[src/rtl/logic_unit_pipe.sv]
// Two-stage bitwise logic unit with valid/ready handshakes.
// Stage 1 holds operands, stage 2 holds the result and its flags.
module logic_unit_pipe #(
   parameter int WIDTH = 32
) (
   input  logic               clk,
   input  logic               rst_n,
   input  logic               in_valid,
   output logic               in_ready,
   input  logic [0:WIDTH-1]   X,
   input  logic [0:WIDTH-1]   Y,
   input  logic [2:0]         OP,
   output logic               out_valid,
   input  logic               out_ready,
   output logic [0:WIDTH-1]   Z,
   output logic               ZF,
   output logic               PF
);

   logic               s1_v_q, s1_v_d;
   logic               s2_v_q, s2_v_d;
   logic [0:WIDTH-1]   x_q, y_q;
   logic [2:0]         op_q;
   logic [0:WIDTH-1]   z_q, z_d;
   logic               zf_q, pf_q;
   logic               s1_load, s1_adv, s2_load;

   // An empty stage 2 or a draining result frees room for stage 1
   assign s2_load  = !s2_v_q || out_ready;
   assign s1_adv   = s1_v_q && s2_load;
   assign in_ready = !s1_v_q || s1_adv;
   assign s1_load  = in_valid && in_ready;

   assign s1_v_d = s1_load || (s1_v_q && !s1_adv);
   assign s2_v_d = s1_adv || (s2_v_q && !out_ready);

   always_comb begin
      z_d = '0;
      unique case (op_q)
         3'b000: z_d = x_q & y_q;
         3'b001: z_d = x_q | y_q;
         3'b010: z_d = x_q ^ y_q;
         3'b011: z_d = ~(x_q & y_q);
         3'b100: z_d = ~(x_q | y_q);
         3'b101: z_d = ~(x_q ^ y_q);
         3'b110: z_d = x_q & ~y_q;
         3'b111: z_d = x_q;
      endcase
   end

   always_ff @(posedge clk or negedge rst_n) begin
      if (!rst_n) begin
         s1_v_q <= 1'b0;
         x_q    <= '0;
         y_q    <= '0;
         op_q   <= '0;
      end else begin
         s1_v_q <= s1_v_d;
         if (s1_load) begin
            x_q  <= X;
            y_q  <= Y;
            op_q <= OP;
         end
      end
   end

   // Result registers change only on an advance, so they hold under backpressure
   always_ff @(posedge clk or negedge rst_n) begin
      if (!rst_n) begin
         s2_v_q <= 1'b0;
         z_q    <= '0;
         zf_q   <= 1'b1;
         pf_q   <= 1'b0;
      end else begin
         s2_v_q <= s2_v_d;
         if (s1_adv) begin
            z_q  <= z_d;
            zf_q <= ~|z_d;
            pf_q <= ^z_d;
         end
      end
   end

   assign out_valid = s2_v_q;
   assign Z         = z_q;
   assign ZF        = zf_q;
   assign PF        = pf_q;

endmodule
[config.mk]
export PLATFORM = sky130hd
export DESIGN_NAME = logic_unit_pipe
export DESIGN_NICKNAME = d
export VERILOG_FILES = /design/src/rtl/logic_unit_pipe.sv
export SDC_FILE = /design/constraint.sdc
export NUM_CORES = 1
export LEC_CHECK = 0
export ABC_AREA = 0
export ABC_CLOCK_PERIOD_IN_PS = 2200
export CAP_MARGIN = 10
export CORE_MARGIN = 4
export CORE_UTILIZATION = 45
export DETAILED_ROUTE_END_ITERATION = 10
export PLACE_DENSITY_LB_ADDON = 0.15
export SLEW_MARGIN = 20
export SYNTH_ARGS = -nofsm -noshare
export SYNTH_HDL_FRONTEND = slang
export SYNTH_SLANG_ARGS = --single-unit
[constraint.sdc]
create_clock -name clk -period 2.2 [get_ports clk]
set_input_delay 0.44 -clock clk [delete_from_list [all_inputs] [get_ports clk]]
set_output_delay 0.44 -clock clk [all_outputs]
set_load 0.05 [all_outputs]
==> out/qor.yml, run 1 <==
critical_path:
  startpoint_type: "register"
  worst-setup-path-type: "register to register"
  worst-endpoint-required_ns: 2.44
  worst-path-max-fanout: 7
  cp.arrival_ns: 2.98
  end_kind: "register"
job:
  max-cap-violations: 0
floorplan:
  fp.dieArea_um2: 19400
  die_w_um: 139
  coreArea_um2: 16700
  dieHeight_um: 139
  core.rowCount: 47
  io_pins: 107
  initial_utilization: 0.463
layout:
  layout-drive-gt1-share: 0.297
  utilization: 0.648
  n_antenna_cell: 0
  final_cells: 1237
  syn_to_final_growth_pct: 40.0
  nNetsFinal: 1195
route:
  drc: 0
  routedWlPerCell_um: 15.9
  routed_wl_um: 19700
  avgViaCountPerCell: 5.37
  dr_total_vias: 6637
  drt_iter0_drc: 358
  drtAntennaViolNets: 0
  drt_first_pass_iters: 5
logic_synthesis:
  synth_cell_types: 36
  synthCells: 790
  synth_top_cells_by_count: "112 x ha_1, 102 x dfrtp_1, 75 x inv_1"
  yosysMostFrequentCell: "ha_1"
  synth-seq-area-share: 0.333
  syn_area_um2: 7740
  synth_top_area_frac: 0.330
  synth_edf_count: 0
  yosysTopAreaCell: "dfrtp_1"
  synth.avg_cell_area_um2: 9.79
  ys_warn_count: 0
  ys_top_cells_by_area: "dfrtp_1 33%, ha_1 18%, mux2_2 9.9%, o2bb2ai_1 4.9%, a211oi_1 4.5%"
  synth_flop_cell: "dfrtp_1"
  ys_seq_elements: 103
  synth_nets: 973
  async_reset_ff_frac: 1.00
sta:
  worst_slew_pin_slew_ns: 0.513
  fmax_ghz: 0.365
  finalClockSkew_ns: 0.0104
  slew_headroom: 0.657
  finalWorstSetupSlack_ns: -0.540
  finalSetupViolations: 2
  slew_violations: 0
  rsz0062_at_grt: "yes"
  hold_viol_final: 0
  timing.final.crit_share: 1.25
  fin_crit_ns: 2.74
power:
  power_frac_seq: 0.251
  p_clk_frac: 0.145
  power_frac_comb: 0.604
  intPower_mw: 6.17
  sw_frac_of_total: 0.407
  leakagePower_nw: 5.01
  switching_power_mw: 4.24
  power_density_nw_per_um2: 961
  ir_drop_uv: 746
global_route:
  grt_max_degree: 69
  gr-total-overflow: 0
  grt_antenna_before_repair: 0
  grt_pass1_vias: 6783
  track_usage: 0.201
  grt_pass1_wl_um: 32300
clock_network:
  root_buffer: "clkbuf_16"
  numCtsBuffers: 9
  htreeDepth: 3
  cts_sinks: 103
  path_clk_slew_ns: 0.07
  tritoncts: "done"
  clockBufferDepth: 2
  clk_latency_ns: 0.37
outcome:
  violations: "negative setup slack"
  status: "complete, but fails checks"
placement:
  port_buffers: 106
  post-place-ws_ns: -0.469
  gp_congestion: 0.876
  dp.final_hpwl_um: 14500
  dp_cells: 1206
hold_path:
  hold_class: "register to register"
-- worst max-delay path: stages (launching register included) --
cell and delay, ns:
dfrtp_4 0.55, and2b_4 0.34, clkbuf_16 0.17, o2bb2ai_1 0.10
a21oi_1 0.09, o2bb2ai_2 0.14, buf_4 0.14, ha_1 0.30
xnor2_2 0.15, xnor2_1 0.21, xnor2_1 0.19, xnor2_1 0.17
o21ai_1 0.07
-- final cells by class --
type                    instances  area, µm²
fillers                      1318       5870
multi-input cells             556       4890
flip-flops and latches        103       2590
repair buffers                267       2520
inverters                      75        282
well taps                     220        275
clock buffers                  11        233
clock inverters                 5       35.0
-- logic make-up (layout without fill, tap and decap cells) --
group                    after synthesis  in the layout  synth area share
AO/OA/AOI/OAI                        195            195             0.163
AND/OR/NAND/NOR                      152            152            0.0998
buffers and inverters                131            358            0.0737
adder cells (fa/ha/maj)              112            112             0.181
flip-flops                           103            103             0.333
multiplexers                          82             82             0.132
XOR/XNOR                              15             15            0.0170
-- what timing repair did --
| item | CTS | global route |
|---|---|---|
| buffers inserted | 5 | 4 |
| pin swaps | 2 | 12 |
| endpoints found under the hold margin | 20 | 0 |
| gates resized for setup | 12 | 31 |
| hold buffers | 1 | 0 |
| cloned | 0 | 5 |
| setup endpoints to repair | 2 | 2 |
-- power groups by stage --
stage | registers [mW] | clock network [mW] | logic [mW]
2_1_floorplan | 3.33 | 0 | 2.89
3_3_place_gp | 2.63 | 0 | 5.53
3_5_place_dp | 2.65 | 0 | 5.73
4_1_cts | 2.61 | 1.54 | 5.95
5_1_grt | 2.67 | 1.60 | 6.81
6_report | 2.61 | 1.50 | 6.29
-- metrics by stage --
step                TNS (ns)  area [µm²]  power, mW  hold WS (ns)
global placement      -0.651       10100       8.15         0.358
global route           -1.08       10800       11.1         0.495
finish                -0.823       10800       10.4         0.482
floorplan             -0.196        7820       6.22         0.144
detailed placement    -0.749       10100       8.38         0.363
CTS                   -0.702       10500       10.1         0.485
-- cell usage in the layout (no fill, tap or decap), types with 5 or more instances in the layout --
master / Yosys / routed
nand2_1: 49 / 47
nor2_1: 21 / 21
a21oi_2: 0 / 7
o21ai_0: 64 / 58
buf_12: 1 / 12
o2bb2ai_2: 0 / 9
inv_1: 75 / 75
nor3_1: 7 / 7
o21ai_1: 4 / 9
xnor2_2: 0 / 5
dfrtp_1: 102 / 97
mux4_2: 9 / 9
clkbuf_16: 0 / 13
o2bb2ai_1: 43 / 33
ha_4: 0 / 8
nand2b_1: 10 / 10
a211oi_1: 46 / 42
and3_1: 21 / 21
clkdlybuf4s50_1: 0 / 104
a21oi_1: 33 / 24
buf_4: 5 / 142
mux2_2: 68 / 68
xnor2_1: 13 / 8
mux2i_1: 5 / 5
nor2b_1: 35 / 35
ha_1: 112 / 103
-- final timing paths --
path	start	endpoint	slack [ns]	depth (start not counted)
hold / removal	Z[8]	Z[8]	0.48	2
max in group asynchronous	rst_n	ZF	1.03	3
setup reg to reg	op_q[0]	PF	-0.54	12
hold reg to reg	Z[8]	Z[8]	0.48	2
setup / recovery	op_q[0]	PF	-0.54	12
min in group asynchronous	rst_n	y_q[19]	0.52	2
-- per-layer routing --
layer | GRT usage | vias up | wire length (µm)
met5 | 0 | - | 0
met3 | 0.0300 | 28 | 833
li1 | - | 3222 | -
met1 | 0.258 | 3222 | 8740
met2 | 0.348 | 165 | 9760
met4 | 0.0700 | 0 | 376
-- registers in the layout, indices dropped and copies added, names as in the netlist --
name,cells
Z,32
x_q,32
y_q,32
op_q,3
PF,1
ZF,1
out_valid,1
s1_v_q,1
Note: power is estimated with default switching activity, not from simulation.
==> run 2: changes to the inputs <==
--- a/config.mk
+++ b/config.mk
@@ -8,7 +8,6 @@
 export ABC_AREA = 0
 export ABC_CLOCK_PERIOD_IN_PS = 2200
 export CAP_MARGIN = 10
-export CORE_MARGIN = 4
 export CORE_UTILIZATION = 45
 export DETAILED_ROUTE_END_ITERATION = 10
 export PLACE_DENSITY_LB_ADDON = 0.15
==> out/qor.yml, run 2 (synthesized netlist as in run 1, its figures left out) <==
outcome:
  status: "complete, but fails checks"
  violations: "negative hold slack, negative setup slack"
sta:
  rsz0062_at_grt: "yes"
  slew_headroom: 0.664  # +0.00690
  finalWorstSetupSlack_ns: -0.495  # +0.0451 ns
  timing.final.crit_share: 1.22  # -0.0205
  hold_viol_final: 1  # +1
  fmax_ghz: 0.371  # +1.7%
  worst_slew_pin_slew_ns: 0.503  # -0.0103 ns
  slew_violations: 0  # unchanged
  fin_crit_ns: 2.69  # -0.0451 ns
  finalClockSkew_ns: 0.00897  # -0.00148 ns
  holdWs_ns: -0.00147  # -0.483 ns
  finalSetupViolations: 2  # unchanged
route:
  drt_iter0_drc: 390  # +8.9%
  drc: 0  # unchanged
  avgViaCountPerCell: 5.35  # -0.26%
  dr_total_vias: 6620  # -0.26%
  drt_first_pass_iters: 6  # +1
  drtAntennaViolNets: 0  # unchanged
  routedWlPerCell_um: 16.7  # +4.5%
  routed_wl_um: 20600  # +4.5%
critical_path:
  critPathBufInv: 3  # +1
  cp_top_family: "XOR/XNOR gates"
  reg2reg_depth: 13  # +1
  worst-path-max-fanout: 6  # -1
  rr_startpoint: "op_q[0]"
  end_kind: "register"
  r2r-end: "PF"
  reg2reg_slack_ns: -0.49  # +0.05 ns
  cp.arrival_ns: 2.93  # -0.05 ns
  cp_slowest_cell: "dfrtp_4"
  worst-endpoint-required_ns: 2.44  # about the same
  worst-setup-path-type: "register to register"
  critPathMostFrequentCell: "xnor2_1"
  max_stage_delay_ns: 0.47  # -0.08 ns
  startpoint_type: "register"
  path_cells: "and2b_1 > buf_12 > buf_8 > o2bb2ai_2 > a21oi_1 > o2bb2ai_1 > buf_4 > ha_4 > xnor2_2 > xnor2_1 > xnor2_1 > xnor2_1 > o21ai_1"
floorplan:
  dieHeight_um: 133  # -4.3%
  initial_utilization: 0.463  # unchanged
  io_pins: 107  # unchanged
  fp.dieArea_um2: 17700  # -8.4%
  core.rowCount: 47  # unchanged
  coreArea_um2: 16700  # unchanged
  die_w_um: 133  # -4.3%
clock_network:
  htreeDepth: 3  # unchanged
  root_buffer: "clkbuf_16"
  path_clk_slew_ns: 0.07  # about the same
  tritoncts: "done"
  numCtsBuffers: 9  # unchanged
  cts_sinks: 103  # unchanged
  clk_latency_ns: 0.36  # about the same
  hold_buffers: 0  # -1
  clockBufferDepth: 2  # unchanged
layout:
  n_antenna_cell: 0  # unchanged
  final_common_cell: "buf_4"
  final_cell_mix: "146 x buf_4, 104 x clkdlybuf4s50_1, 103 x ha_1"
  design_area_um2: 10800  # -0.24%
  nFillCells: 1357  # +3.0%
  syn_to_final_growth_pct: 39.6
  layout-drive-gt1-share: 0.310  # +0.0128
  nNetsFinal: 1195  # unchanged
global_route:
  track_usage: 0.242  # +0.0406
  gr-total-overflow: 0  # unchanged
  grt_pass1_vias: 6893  # +1.6%
  grt_max_degree: 64  # -7.2%
  grt_antenna_before_repair: 0  # unchanged
  grt_pass1_wl_um: 33700  # +4.1%
placement:
  gp_congestion: 0.840  # -4.0%
  post-place-ws_ns: -0.510  # -0.0406 ns
  dpl_cell_area_um2: 10100  # -0.32%
  port_buffers: 106  # unchanged
  dp.final_hpwl_um: 15300  # +5.3%
power:
  leakagePower_nw: 4.99  # -0.30%
  ir_drop_uv: 713  # -4.4%
  power_density_nw_per_um2: 967  # +0.64%
hold_path:
  hold_class: "primary input to asynchronous set/reset pin"
job:
  max-cap-violations: 0  # unchanged
-- run 2: power breakdown --
part / total [mW] / leakage, nW / internal (mW) / switching [mW]
clock: 1.55 / 0.132 / 0.798 / 0.753
sequential: 2.63 / 1.22 / 2.30 / 0.329
combinational: 6.27 / 3.64 / 3.07 / 3.20
-- run 2: worst max-delay path by stage --
stage | end | cells after the start | from | slack, ns
global placement | PF | 9 | op_q[0] | -0.49
global route | PF | 13 | op_q[0] | -0.58
finish | PF | 13 | op_q[0] | -0.49
detailed placement | PF | 9 | op_q[0] | -0.51
floorplan | PF | 11 | x_q[4] | -0.15
CTS | PF | 12 | op_q[0] | -0.39
-- run 2: what timing repair did --
action | 4_1_cts | 5_1_grt
pin swaps | 28 | 10
endpoints found under the setup margin | 2 | 2
setup buffers | 11 | 5
gates resized for setup | 37 | 21
-- run 2: worst register-to-register path: stages, from the launching register on --
cell	delay, ns
dfrtp_4	0.47
and2b_1	0.22
buf_12	0.14
buf_8	0.13
o2bb2ai_2	0.11
a21oi_1	0.18
o2bb2ai_1	0.18
buf_4	0.19
ha_4	0.21
xnor2_2	0.18
xnor2_1	0.17
xnor2_1	0.17
xnor2_1	0.14
o21ai_1	0.07
-- run 2: area by class of cell --
cell class | count | area [µm²] | share of cell area
Multi-Input combinational cell | 556 | 4950 | 0.458
Sequential cell | 103 | 2590 | 0.240
Timing Repair Buffer | 267 | 2440 | 0.226
Inverter | 75 | 282 | 0.0261
Tap cell | 220 | 275 | 0.0255
Clock buffer | 11 | 243 | 0.0225
Clock inverter | 5 | 33.8 | 0.00313
-- run 2: routing by layer --
| metal | GRT usage | vias up | routed length, µm | share of wire |
|---|---|---|---|---|
| met2 | 0.430 | 132 | 10400 | 0.50 |
| li1 | - | 3187 | - | - |
| met4 | 0.0890 | 0 | 440 | 0.021 |
| met1 | 0.296 | 3271 | 9040 | 0.44 |
| met3 | 0.0373 | 30 | 777 | 0.038 |
| met5 | 0 | - | 0 | 0 |
-- run 2: per-stage QoR --
step	std cells	TNS [ns]	util	power [mW]
floorplan	790	-0.196	-	6.22
global placement	1205	-0.789	0.604	8.13
detailed placement	1205	-0.837	0.604	8.33
CTS	1232	-0.647	0.638	10.3
global route	1237	-1.00	0.647	11.1
finish	1237	-0.891	0.647	10.4
==> run 3: changes to the inputs <==
--- a/config.mk
+++ b/config.mk
@@ -8,6 +8,7 @@
 export ABC_AREA = 0
 export ABC_CLOCK_PERIOD_IN_PS = 2200
 export CAP_MARGIN = 10
+export CORE_MARGIN = 2
 export CORE_UTILIZATION = 45
 export DETAILED_ROUTE_END_ITERATION = 10
 export PLACE_DENSITY_LB_ADDON = 0.15
==> out/qor.yml, run 3 (synthesized netlist as in run 1, its figures left out) <==
global_route:
  grt_pass1_wl_um: 32400  # -3.9%
  gr-total-overflow: 0  # unchanged
  grt_antenna_before_repair: 0  # unchanged
  grt_pass1_vias: 6547  # -5.0%
  track_usage: 0.225  # -0.0173
  grt_max_degree: 104  # +63%
clock_network:
  htreeDepth: 3  # unchanged
  root_buffer: "clkbuf_16"
  clockBufferDepth: 2  # unchanged
  clk_latency_ns: 0.36  # about the same
  hold_buffers: 0  # unchanged
  path_clk_slew_ns: 0.07  # about the same
  cts_sinks: 103  # unchanged
  numCtsBuffers: 9  # unchanged
  tritoncts: "done"
route:
  routed_wl_um: 20400  # -0.87%
  drc: 0  # unchanged
  drt_first_pass_iters: 5  # -1
  drtAntennaViolNets: 0  # unchanged
  avgViaCountPerCell: 5.35  # about the same
  drt_iter0_drc: 380  # -2.6%
  dr_total_vias: 6633  # +0.20%
  routedWlPerCell_um: 16.5  # -1.1%
layout:
  final_cell_mix: "146 x buf_4, 104 x clkdlybuf4s50_1, 99 x ha_1"
  layout-drive-gt1-share: 0.314  # +0.00399
  syn_to_final_growth_pct: 41.4
  utilization: 0.655  # +0.00824
  n_antenna_cell: 0  # unchanged
  design_area_um2: 10900  # +1.3%
  final_cells: 1240  # +0.24%
  final_common_cell: "buf_4"
  nNetsFinal: 1198  # +0.25%
sta:
  hold_viol_final: 0  # -1
  finalWorstSetupSlack_ns: -0.557  # -0.0624 ns
  slew_headroom: 0.578  # -0.0863
  timing.final.crit_share: 1.25  # +0.0284
  fmax_ghz: 0.363  # -2.3%
  worst_slew_pin_slew_ns: 0.634  # +0.131 ns
  rsz0062_at_grt: "yes"
  finalClockSkew_ns: 0.00407  # -0.00490 ns
  finalSetupViolations: 2  # unchanged
  fin_crit_ns: 2.76  # +0.0624 ns
  slew_violations: 0  # unchanged
critical_path:
  cp_slowest_cell: "dfrtp_4"
  worst-endpoint-required_ns: 2.43  # about the same
  critPathBufInv: 2  # -1
  cp_top_family: "XOR/XNOR gates"
  r2r-end: "PF"
  critPathMostFrequentCell: "xnor2_2"
  reg2reg_slack_ns: -0.56  # -0.06 ns
  worst-path-max-fanout: 8  # +2
  worst-setup-path-type: "register to register"
  cp.arrival_ns: 2.99  # +0.06 ns
  end_kind: "register"
  path_cells: "and2b_2 > buf_6 > buf_6 > o2bb2ai_2 > a21oi_1 > o2bb2ai_1 > ha_1 > xnor2_2 > xnor2_2 > xnor2_2 > xnor2_1 > o21ai_1"
  reg2reg_depth: 12  # -1
  startpoint_type: "register"
  startpoint: "op_q[0]"
  rr_startpoint: "op_q[0]"
  cp.depth: 12  # -1
  max_stage_delay_ns: 0.50  # +0.03 ns
power:
  power_density_nw_per_um2: 1010  # +4.4%
  ir_drop_uv: 769  # +7.8%
  power_frac_seq: 0.238  # -0.014
  power_frac_comb: 0.609  # +0.009
  p_clk_frac: 0.153  # +0.004
  total_power_mw: 11.0  # +5.7%
  leakagePower_nw: 5.05  # +1.2%
  sw_frac_of_total: 0.400  # -0.00972
  intPower_mw: 6.63  # +7.5%
  switching_power_mw: 4.42  # +3.2%
placement:
  port_buffers: 106  # unchanged
  gp_congestion: 0.850  # +1.1%
  dp.final_hpwl_um: 14600  # -4.5%
  dp_cells: 1209  # +0.33%
  dpl_cell_area_um2: 10100  # +0.30%
  post-place-ws_ns: -0.533  # -0.0234 ns
floorplan:
  die_w_um: 135  # +1.5%
  fp.dieArea_um2: 18300  # +3.0%
  io_pins: 107  # unchanged
  initial_utilization: 0.463  # unchanged
  coreArea_um2: 16700  # unchanged
  dieHeight_um: 135  # +1.5%
  core.rowCount: 47  # unchanged
outcome:
  status: "complete, but fails checks"
  violations: "negative setup slack"
hold_path:
  hold_class: "primary input to asynchronous set/reset pin"
job:
  max-cap-violations: 0  # unchanged
## run 3: changes by cell type in the layout (fill, tap and decap cells not counted), sizes merged
cell | before | now
bufinv | 0 | 1
clkinvlp | 2 | 1
buf | 163 | 165
bufbuf | 0 | 1
clkbuf | 11 | 14
clkinv | 3 | 0
## run 3: cell type report
type                       count  area (µm²)
fill                        1331        5760
inverter                      75         282
sequential                   103        2590
multi-input combinational    556        5010
clock buffer                  14         274
timing repair buffer         270        2480
clock inverter                 2        37.5
tap                          220         275
## run 3: metal layers
| layer | vias up | routed length (µm) | global-route usage |
|---|---|---|---|
| met3 | 31 | 836 | 0.0293 |
| li1 | 3222 | - | - |
| met5 | - | 0 | 0 |
| met2 | 163 | 10300 | 0.393 |
| met4 | 0 | 455 | 0.0781 |
| met1 | 3217 | 8820 | 0.286 |
## run 3: power groups by stage
stage / Combinational, mW / Clock [mW] / Sequential, mW
6_report: 6.73 / 1.69 / 2.62
5_1_grt: 7.21 / 1.82 / 2.67
2_1_floorplan: 2.89 / 0 / 3.33
3_5_place_dp: 5.71 / 0 / 2.66
4_1_cts: 6.01 / 1.73 / 2.62
3_3_place_gp: 5.59 / 0 / 2.63
## run 3: worst max path at each step
stage,to,slack [ns]
6_report,PF,-0.56
2_1_floorplan,PF,-0.15
5_1_grt,PF,-0.65
4_1_cts,PF,-0.40
3_5_place_dp,PF,-0.53
3_3_place_gp,PF,-0.52
## run 3: stage by stage
step                      TNS, ns  hold WS (ns)
after global placement     -0.941         0.461
after floorplan            -0.196         0.144
final                      -0.902        0.0960
after CTS                  -0.773         0.179
after detailed placement   -0.974         0.476
after global routing        -1.29         0.187
## run 3: what timing repair did
item                       in CTS  in global routing
setup endpoints to repair       2                  2
gates cloned                    3                  0
buffers inserted                5                  7
resized for setup              26                 30
pin swaps                      21                 20
==> RTL edit 1: new RTL, config.mk and constraints of run 2 <==
`WIDTH`: 32 -> 36.
--- a/src/rtl/logic_unit_pipe.sv
+++ b/src/rtl/logic_unit_pipe.sv
@@ -2,5 +2,5 @@
 // Stage 1 holds operands, stage 2 holds the result and its flags.
 module logic_unit_pipe #(
-   parameter int WIDTH = 32
+   parameter int WIDTH = 36
 ) (
    input  logic               clk,
Ports: changed (resized X, Y and Z); port bits go from 107 to 119. The function was not compared with the original's and may differ.
==> RTL edit 1 against run 2 <==
The run ends with negative setup slack left. Cell area is 18% higher. Largest cell class unchanged. Synthesized area is 11% higher. Power is 29% higher. Sequential cell count is 12 higher. Wire length is 10% higher. Die area is 11% higher. Via count is 13% higher. Worst setup slack worse by 0.23 ns.
==> RTL edit 1: results (changes against run 2) <==
power_frac_seq_pct: 21.6  # -3.6 points
inverters: 87  # +16%
dp_slack_ns: -0.673  # -0.163 ns
p_int_mw: 8.36  # +36%
max_stage_delay_ns: 0.54  # +0.07 ns
slowest_stage: "dfrtp_2"
peakVddDrop_mv: 1.09  # +53%
multi_input_area_share_pct: 42.8  # -3.0 points
grt_pass1_vias: 7363  # +6.8%
syn_nets: 1063  # +9.2%
status: "finished, violations left"
grt_first_pass_wirelength_um: 36600  # +8.8%
gp_congestion: 0.851  # +1.3%
cts_made_buffers: 17  # +8
whs_ns: 0.478  # +0.479 ns
grt_usage_pct: 23.8  # -0.40 points
stdcell_area_um2: 12700  # +18%
synth.distinct_cells: 43  # +19%
wire_per_inst_um: 16.0  # -3.7%
hold_viol: 0  # -1
clkCellAreaFrac_pct: 4.75  # +2.2 points
layout_setup_ws_ns: -0.724  # -0.230 ns
multi_input_cells: 598  # +7.6%
grt_max_degree: 57  # -11%
nFillCells: 1464  # +7.9%
numPortBuffers: 118  # +11%
hpwl_um: 16600  # +8.6%
dr.pass1.iters: 8  # +2
synthTopCellsByCount: "ha_1, dfrtp_1, inv_1, mux2_2, nand2_1"
buffers: 349  # +31%
setup_viol: 2  # unchanged
n_clock_buffer: 23  # +12
violations: "negative setup slack"
nonClkBufAreaFrac_pct: 24.8  # +2.3 points
==> RTL edit 1: how the worst max path moves through the flow <==
| stage | end | slack (ns) | depth (start not counted) |
|---|---|---|---|
| floorplan | PF | -0.42 | 11 |
| global placement | PF | -0.62 | 11 |
| detailed placement | PF | -0.67 | 11 |
| CTS | PF | -0.62 | 9 |
| global route | PF | -0.92 | 11 |
| finish | PF | -0.72 | 9 |
==> RTL edit 1: cell families (layout without fill, tap and decap cells) <==
family	Yosys count	in the layout	share of synthesized area, %
flops	115	115	33.6
mux	97	97	14.2
compound gates	215	215	16.8
xor+xnor	16	16	1.79
simple gates	144	144	7.89
buf+inv	145	468	7.43
fa+ha+maj	126	126	18.4
==> RTL edit 1: layer usage <==
metal | part of all wire, % | global-route usage (%) | wire length (um)
met1 | 47 | 32.4 | 10600
met2 | 46 | 37.6 | 10500
met3 | 4.6 | 4.03 | 1040
met4 | 2.7 | 9.49 | 605
met5 | 0 | 0 | 0
==> RTL edit 2: new RTL, config.mk and constraints of run 2 <==
Without the edit above. Make the reset (`rst_n`) synchronous in 2 clocked blocks.
--- a/src/rtl/logic_unit_pipe.sv
+++ b/src/rtl/logic_unit_pipe.sv
@@ -49,5 +49,5 @@
    end
 
-   always_ff @(posedge clk or negedge rst_n) begin
+   always_ff @(posedge clk) begin
       if (!rst_n) begin
          s1_v_q <= 1'b0;
@@ -66,5 +66,5 @@
 
    // Result registers change only on an advance, so they hold under backpressure
-   always_ff @(posedge clk or negedge rst_n) begin
+   always_ff @(posedge clk) begin
       if (!rst_n) begin
          s2_v_q <= 1'b0;
Check against the original RTL: differs if rst_n is asserted again (counterexample within 4 cycles, from zero or initial values and one cycle with rst_n low); with rst_n held inactive, the same outputs for 4 cycles.
==> RTL edit 2 against run 2 <==
The run ends with negative setup slack left. Wire length rose by 34%. Synthesized area increased by 2.1%. Sequential cell count did not move. Hold slack gained 0.48 ns. Cell area grew 17%. Utilization rose by 8.8 points. Via count is 20% higher. Worst setup slack worse by 0.047 ns. Die area increased by 2.1%. Highest routed layer unchanged.
Power is not compared: it rests on default switching activity, and its combinational part moved more than twofold at a synthesized area within 25%.
==> RTL edit 2: results (changes against run 2) <==
layout-drive-gt1-share_pct: 38.3  # +7.3 points
post_dp_cell_area_um2: 10500  # +3.9%
dr.pass1.iters: 6  # unchanged
r2r-start: "x_q[24]"
syn_inst: 913  # +16%
peakVddDrop_mv: 0.477
clk_latency_ns: 0.36  # about the same
synth_warnings: 0  # unchanged
instances_no_fill: 1448  # +17%
setup_viol: 4  # +2
grt_max_degree: 40  # -38%
status: "finished, violations left"
whs_path_depth: 2
slowest_stage: "dfxtp_2"
hp-class: "in -> reg"
grt_pass1_vias: 7769  # +13%
whs_ns: 0.479  # +0.480 ns
drt_iter0_markers: 653  # +67%
diodes: 0  # unchanged
violations: "negative setup slack"
final_util_pct: 73.4  # +8.8 points
layout_setup_ws_ns: -0.542  # -0.0470 ns
synthTopCellsByCount: "nand2_1, ha_1, dfxtp_1, inv_1, a21boi_0"
r2r_end: "PF"
clkTransAtPathRegs_ns: 0.07  # about the same
grt_first_pass_wirelength_um: 41000  # +22%
critPathArrivalTime_ns: 3.01  # +0.08 ns
clockBufferDepth: 2  # unchanged
max_stage_delay_ns: 0.32  # -0.15 ns
htreeDepth: 3  # unchanged
numPortBuffers: 106  # unchanged
finalClockSkew_ns: 0.00712  # -0.00185 ns
gp_congestion: 0.815  # -3.0%
ys_async_sr_fraction_pct: 0  # -100 points
synth_flop_cell: "dfxtp_1"
hold_start: "rst_n"
hpwl_um: 16100  # +5.2%
overflow: 0  # unchanged
ff2ff_path_depth: 12  # -1
tns_ns: -1.14  # -0.251 ns
p_sw_mw: 2.29
routed_wl_um: 27700  # +34%
min_to: "x_q[25]"
nFillCells: 1138  # -16%
syn_nets: 1096  # +13%
synth.distinct_cells: 39  # +8.3%
viasPerCell: 5.48  # +2.4%
root_buffer: "clkbuf_16"
cts_made_buffers: 9  # unchanged
synthTopCellsByArea: "dfxtp_1, ha_1, nand2_1, mux2i_1, a21boi_0"
critPathMaxFanout: 4  # -2
yosysSeqAreaShare_pct: 26.1  # -7.2 points
grt_usage_pct: 29.1  # +4.9 points
p_leak_nw: 5.56
dp_slack_ns: -0.460  # +0.0496 ns
worst_pin_slew_ns: 0.515  # +0.0120 ns
-- RTL edit 2: cell families after synthesis --
family	after synthesis	share of synthesized area [%]
AOI/OAI and AO/OA	190	18.4
xor gates and xnor gates	15	1.66
adders and majority gates	112	17.7
buffers and inverters	150	8.09
DFF	103	26.1
muxes	88	14.3
and+or+nand+nor	255	13.7
-- RTL edit 2: final cells by class --
type,instances,area share (%)
clock inverter,5,0.445
timing repair inverter,1,0.0692
tap,225,2.22
clock buffer,10,1.98
multi-input combinational,660,49.4
timing repair buffer,360,26.6
sequential,103,16.6
inverter,84,2.62
-- RTL edit 2: worst max path at each step --
stage | depth (start not counted) | startpoint | end
after global routing | 12 | x_q[24] | PF
after CTS | 11 | op_q[1] | PF
after global placement | 10 | op_q[1] | PF
after detailed placement | 10 | op_q[1] | PF
final | 12 | x_q[24] | PF
after floorplan | 12 | op_q[1] | PF
-- RTL edit 2: routing by layer --
layer	up-vias	GRT usage [%]	wire [um]
met3	106	3.68	1550
met2	326	47.2	12700
met4	0	12.5	1410
met1	3789	38.9	12000
li1	3714	-	-
met5	-	0	0
-- RTL edit 2: repair_timing --
action / in CTS / in global routing
gates cloned: 7 / 1
resized for setup: 157 / 66
endpoints found under the setup margin: 2 / 6
setup buffers: 59 / 13
pin swaps: 41 / 32
-- RTL edit 2: worst max-delay path, delay by kind of cell, from the launching register on --
family	cells	cell delay, ns
buf+inv	1	0.14
xor+xnor	4	0.69
compound gates	4	0.82
fa+ha+maj	2	0.49
flops	1	0.32
simple gates	1	0.18
-- RTL edit 2: power by group through the flow --
stage	sequential (mW)	combinational, mW	clock, mW
after floorplan	2.25	1.15	0
after global routing	2.08	3.25	1.80
after global placement	2.10	2.10	0
after detailed placement	2.10	2.13	0
after CTS	2.06	2.70	1.72
final	2.07	3.08	1.71
